$ cat src/rtl/mipsfpga_timer_pkg.sv
// mipsfpga_timer_pkg: register offsets, bit indices and CTRL layout for the micros timer
package mipsfpga_timer_pkg;
  localparam logic [7:0] OFF_MICROS  = 8'h00;
  localparam logic [7:0] OFF_CTRL    = 8'h04;
  localparam logic [7:0] OFF_COMPARE = 8'h08;
  localparam logic [7:0] OFF_COUNT   = 8'h0C;
  localparam logic [7:0] OFF_STATUS  = 8'h10;
  localparam int CTRL_EN     = 0;
  localparam int CTRL_IE     = 1;
  localparam int CTRL_AUTO   = 2;
  localparam int ST_MATCH    = 0;
  localparam int ST_OVERRUN  = 1;
  typedef struct packed {
    logic periodic;
    logic ie;
    logic en;
  } ctrl_t;
endpackage

$ cat src/rtl/mipsfpga_timer_core.sv
// mipsfpga_timer_core: tick detect plus COUNT/COMPARE/STATUS update with write/match priority
module mipsfpga_timer_core
  import mipsfpga_timer_pkg::*;
#(
  parameter logic [31:0] RESET_COMPARE = 32'hFFFF_FFFF
) (
  input  logic        clk,
  input  logic        rst,
  input  logic [31:0] i_micros,
  input  logic        i_wr_ctrl,
  input  logic        i_wr_compare,
  input  logic        i_wr_count,
  input  logic        i_wr_status,
  input  logic [31:0] i_wdata,
  output ctrl_t       o_ctrl,
  output logic [31:0] o_compare,
  output logic [31:0] o_count,
  output logic [1:0]  o_status
);
  logic [31:0] r_micros_q, r_compare, r_count;
  logic [1:0]  r_status;
  ctrl_t       r_ctrl;
  logic [31:0] w_nxt;
  logic        w_step, w_hit, w_clr_m, w_clr_o;
  // a CPU write to COUNT suppresses both the increment and the match for that edge
  assign w_step  = (i_micros != r_micros_q) & r_ctrl.en & ~i_wr_count;
  assign w_nxt   = r_count + 32'd1;
  assign w_hit   = w_step & (w_nxt == r_compare);
  assign w_clr_m = i_wr_status & i_wdata[ST_MATCH];
  assign w_clr_o = i_wr_status & i_wdata[ST_OVERRUN];
  always_ff @(posedge clk) begin
    if (rst) begin
      r_micros_q <= '0;
      r_ctrl     <= '0;
      r_compare  <= RESET_COMPARE;
      r_count    <= '0;
      r_status   <= '0;
    end else begin
      r_micros_q <= i_micros;
      if (i_wr_ctrl) r_ctrl <= ctrl_t'(i_wdata[CTRL_AUTO:CTRL_EN]);
      if (i_wr_compare) r_compare <= i_wdata;
      r_count <= i_wr_count ? i_wdata : w_step ? ((w_hit & r_ctrl.periodic) ? '0 : w_nxt) : r_count;
      r_status[ST_MATCH]   <= w_hit | (r_status[ST_MATCH] & ~w_clr_m);
      r_status[ST_OVERRUN] <= (w_hit & r_status[ST_MATCH] & ~w_clr_m) | (r_status[ST_OVERRUN] & ~w_clr_o);
    end
  end
  assign o_ctrl    = r_ctrl;
  assign o_compare = r_compare;
  assign o_count   = r_count;
  assign o_status  = r_status;
endmodule

$ cat src/rtl/mipsfpga_ahb_micros_timer.sv
// mipsfpga_ahb_micros_timer: AHB-Lite slave exposing the micros count and a compare timer with irq
module mipsfpga_ahb_micros_timer
  import mipsfpga_timer_pkg::*;
#(
  parameter int          ADDR_W        = 8,
  parameter logic [31:0] RESET_COMPARE = 32'hFFFF_FFFF
) (
  input  logic        clk,
  input  logic        resetn,
  input  logic        HSEL,
  input  logic [31:0] HADDR,
  input  logic [1:0]  HTRANS,
  input  logic        HWRITE,
  input  logic        HREADY,
  input  logic [31:0] HWDATA,
  output logic [31:0] HRDATA,
  output logic        HREADYOUT,
  output logic        HRESP,
  input  logic [31:0] micros_in,
  output logic        irq
);
  logic [ADDR_W-1:0] r_addr;
  logic              r_valid, r_write;
  logic              w_we, w_rd, w_unused;
  ctrl_t             w_ctrl;
  logic [31:0]       w_compare, w_count;
  logic [1:0]        w_status;
  always_ff @(posedge clk) begin
    if (resetn) begin
      r_addr  <= '0;
      r_valid <= 1'b0;
      r_write <= 1'b0;
    end else begin
      r_valid <= HSEL & HTRANS[1] & HREADY;
      r_addr  <= HADDR[ADDR_W-1:0];
      r_write <= HWRITE;
    end
  end
  assign w_we = r_valid & r_write;
  assign w_rd = r_valid & ~r_write;
  mipsfpga_timer_core #(.RESET_COMPARE(RESET_COMPARE)) u_core (
    .clk          (clk),
    .rst          (resetn),
    .i_micros     (micros_in),
    .i_wr_ctrl    (w_we & (r_addr == ADDR_W'(OFF_CTRL))),
    .i_wr_compare (w_we & (r_addr == ADDR_W'(OFF_COMPARE))),
    .i_wr_count   (w_we & (r_addr == ADDR_W'(OFF_COUNT))),
    .i_wr_status  (w_we & (r_addr == ADDR_W'(OFF_STATUS))),
    .i_wdata      (HWDATA),
    .o_ctrl       (w_ctrl),
    .o_compare    (w_compare),
    .o_count      (w_count),
    .o_status     (w_status)
  );
  always_comb begin
    HRDATA = '0;
    if (w_rd)
      HRDATA = (r_addr == ADDR_W'(OFF_MICROS))  ? micros_in :
               (r_addr == ADDR_W'(OFF_CTRL))    ? {29'd0, w_ctrl} :
               (r_addr == ADDR_W'(OFF_COMPARE)) ? w_compare :
               (r_addr == ADDR_W'(OFF_COUNT))   ? w_count :
               (r_addr == ADDR_W'(OFF_STATUS))  ? {30'd0, w_status} : 32'd0;
  end
  assign irq       = w_status[ST_MATCH] & w_ctrl.ie;
  assign HREADYOUT = 1'b1;
  assign HRESP     = 1'b0;
  assign w_unused  = ^{HADDR[31:ADDR_W], HTRANS[0]};
endmodule

$ cat config.mk
export PLATFORM = sky130hd
export DESIGN_NAME = mipsfpga_ahb_micros_timer
export DESIGN_NICKNAME = d
export VERILOG_FILES = /design/src/rtl/mipsfpga_timer_pkg.sv /design/src/rtl/mipsfpga_timer_core.sv /design/src/rtl/mipsfpga_ahb_micros_timer.sv
export SDC_FILE = /design/constraint.sdc
export NUM_CORES = 1
export LEC_CHECK = 0
export CAP_MARGIN = 20
export CORE_ASPECT_RATIO = 0.6
export CORE_UTILIZATION = 57
export DETAILED_ROUTE_END_ITERATION = 10
export PLACE_DENSITY = 0.87
export SLEW_MARGIN = 40
export SYNTH_ARGS = -nofsm -noshare
export SYNTH_HDL_FRONTEND = slang
export SYNTH_SLANG_ARGS = --single-unit
$ cat constraint.sdc
create_clock -name clk -period 8.4 [get_ports clk]
set_input_delay 0.84 -clock clk [delete_from_list [all_inputs] [get_ports clk]]
set_output_delay 0.84 -clock clk [all_outputs]
set_load 0.05 [all_outputs]
==> out/metrics.cfg <==
[run_status]
status = finished, final reports clean

[timing]
post-route-min-period_ps = 4290
fin_skew_ps = 7.26
fmaxAchievable_ghz = 0.233
tightest_slew_ps = 851
slew_violations = 0
relSlewSlack_pct = 43.3
finalHoldViolCount = 0
finalSetupTns_ps = 0
setup_violations = 0
rsz0062_at_grt = false
fin_crit_sh_pct = 51.1

[logic_synthesis]
yosys.area.top_type = dfxtp_1
netlist_area_um2 = 7120
synth-async-reset-ratio_pct = 0
syn-num-nets = 1004
ys_types = 66
synth_area_leaders = dfxtp_1, xnor2_1, nand2_1, a22oi_1, nor2b_1
ys_ff_latch = 111
ys.flop_type = dfxtp_1
syn_avg_cell_area_um2 = 7.92
yosys_warnings = 0
synth_common_cells = nand2_1, dfxtp_1, nor2_1
synth-edff-count = 0
syn_inst = 900
yosysMostFrequentCell = nand2_1
synth_top_area_share_pct = 31.2
ys_seq_area_share_pct = 31.2

[detailed_routing]
routed-wl-met3_um = 2580
wl_met1_um = 9810
highest_layer = met4
drtAntennaViolNets = 0
viasPerCell = 6.30
wl_um = 21400
met2_length_um = 8500
wl_per_cell_um = 19.1
first_pass_iters = 5
vias = 7073
route.detailed.drc = 0
dr.first_iter.drc_count = 852

[pwr]
power_density_nw_per_um2 = 127
leakage_nw = 2.95
ir_drop_v = 0.0000817

[setup_path]
crit_arrival_ps = 3450
rrSetupSlack_ps = 4270
crit_path_start_kind = register
cp_data_required_time_ps = 7560
path_max_fanout = 30
cp-end-kind = output pin
worstSetupPathType = register to output pin

[final_layout]
layout.nets = 1057
fin_area_um2 = 8470
diodes = 0
drive_gt1_share_pct = 7.83
syn_to_final_growth_pct = 18.9

[cts]
clkLatencyLatePin_ps = 350
cts_sinks = 111
h-tree-depth = 3
ctsHoldBuffers = 0
ctsLongestPathBuffers = 2
postCtsSetupBuffers = 0
numCtsBuffers = 9
cts_root_buf = clkbuf_16
cts_tree = built
clkTransAtPathRegs_ps = 70
cts_resized = 0

[floorplan]
die_area_um2 = 13000
die_w_um = 146
dieHeight_um = 88.6
core-area_um2 = 12100
start_util_pct = 58.9
boundaryPins = 138
std_cell_rows = 31

[global_route]
gr-total-overflow = 0
antenna_found_initial = 0
grt_max_degree = 112
grt_pass1_wl_um = 33400
grt_pass1_vias = 6192
grt_use_total_pct = 33.2

[run]
maxCapViolCount = 0

[placed_design]
port_buffers = 110
hpwl_um = 15000
gp_congestion = 0.932
place_area_um2 = 8180

[min_path]
hold_class = register to register

worst paths after layout:
| path | startpoint | endpoint | cells past startpoint |
|---|---|---|---|
| min | u_core.o_compare[3] | u_core.o_compare[3] | 2 |
| max | r_addr[7] | HRDATA[4] | 4 |
| max reg2reg | u_core.o_count[0] | u_core.o_count[24] | 10 |
| min reg2reg | u_core.o_compare[3] | u_core.o_compare[3] | 2 |
report_power, final:
part	switching (mW)	internal (mW)	leakage, nW
Clock	0.202	0.204	0.131
Combinational	0.0628	0.0686	1.92
Sequential	0.00545	0.536	0.907
Total	0.270	0.809	2.95
metrics by stage:
step           utilization (%)  power, mW  setup slack, ps  hold WS (ps)  instances
2_1_floorplan                -      0.619             5210           458        900
3_3_place_gp              67.4      0.680             4140           483       1107
3_5_place_dp              67.6      0.683             4120           493       1107
4_1_cts                   69.9       1.08             4110           502       1123
5_1_grt                   70.0       1.11             4040           521       1123
6_report                  70.0       1.08             4110           504       1123
critical path, stage by stage, from the launching register on:
cell,delay [ps]
dfxtp_1,300
or4_1,650
or4_2,1010
nor2_1,300
clkdlybuf4s50_1,840
cell usage in the layout, fill, tap and decap left out, types with 27 or more instances in the layout:
cell type / instances
a21oi_1: 40
a22oi_1: 50
clkdlybuf4s50_1: 109
dfxtp_1: 111
mux2_2: 27
nand2_1: 115
nand3b_1: 32
nand4_1: 31
nor2_1: 67
nor2b_1: 54
xnor2_1: 61
registers in the layout, summed over array words and instances, names as in the netlist:
| name | count |
|---|---|
| u_core.o_compare | 32 |
| u_core.o_count | 32 |
| u_core.r_micros_q | 32 |
| r_addr | 8 |
| u_core.o_ctrl | 3 |
| u_core.o_status | 2 |
| r_valid | 1 |
| r_write | 1 |
cell type report:
class / instances / area, um^2
Fill cell: 1004 / 3630
Inverter: 8 / 30.0
Tap cell: 165 / 206
Clock inverter: 6 / 45.0
Clock buffer: 10 / 229
Timing Repair Buffer: 118 / 1160
Sequential cell: 111 / 2220
Multi-Input combinational cell: 705 / 4580
layer usage:
layer  vias up  GRT usage, %
met3        39          8.25
met1      3288          49.1
met2       429          45.9
met4         0          12.2
met5         -             0
li1       3317             -
cell families (layout without fill, tap and decap cells):
| group | count (synthesis) | in the layout | share of synthesized area (%) |
|---|---|---|---|
| AND/OR/NAND/NOR | 425 | 425 | 32.1 |
| XOR/XNOR | 74 | 74 | 9.20 |
| adder cells (fa/ha/maj) | 1 | 1 | 0.176 |
| multiplexers | 36 | 36 | 5.71 |
| buffers and inverters | 84 | 142 | 5.27 |
| AO/OA/AOI/OAI | 167 | 167 | 16.3 |
| other | 2 | 2 | 0.105 |
| flip-flops | 111 | 111 | 31.2 |
Power figures use the tool's default switching activity.
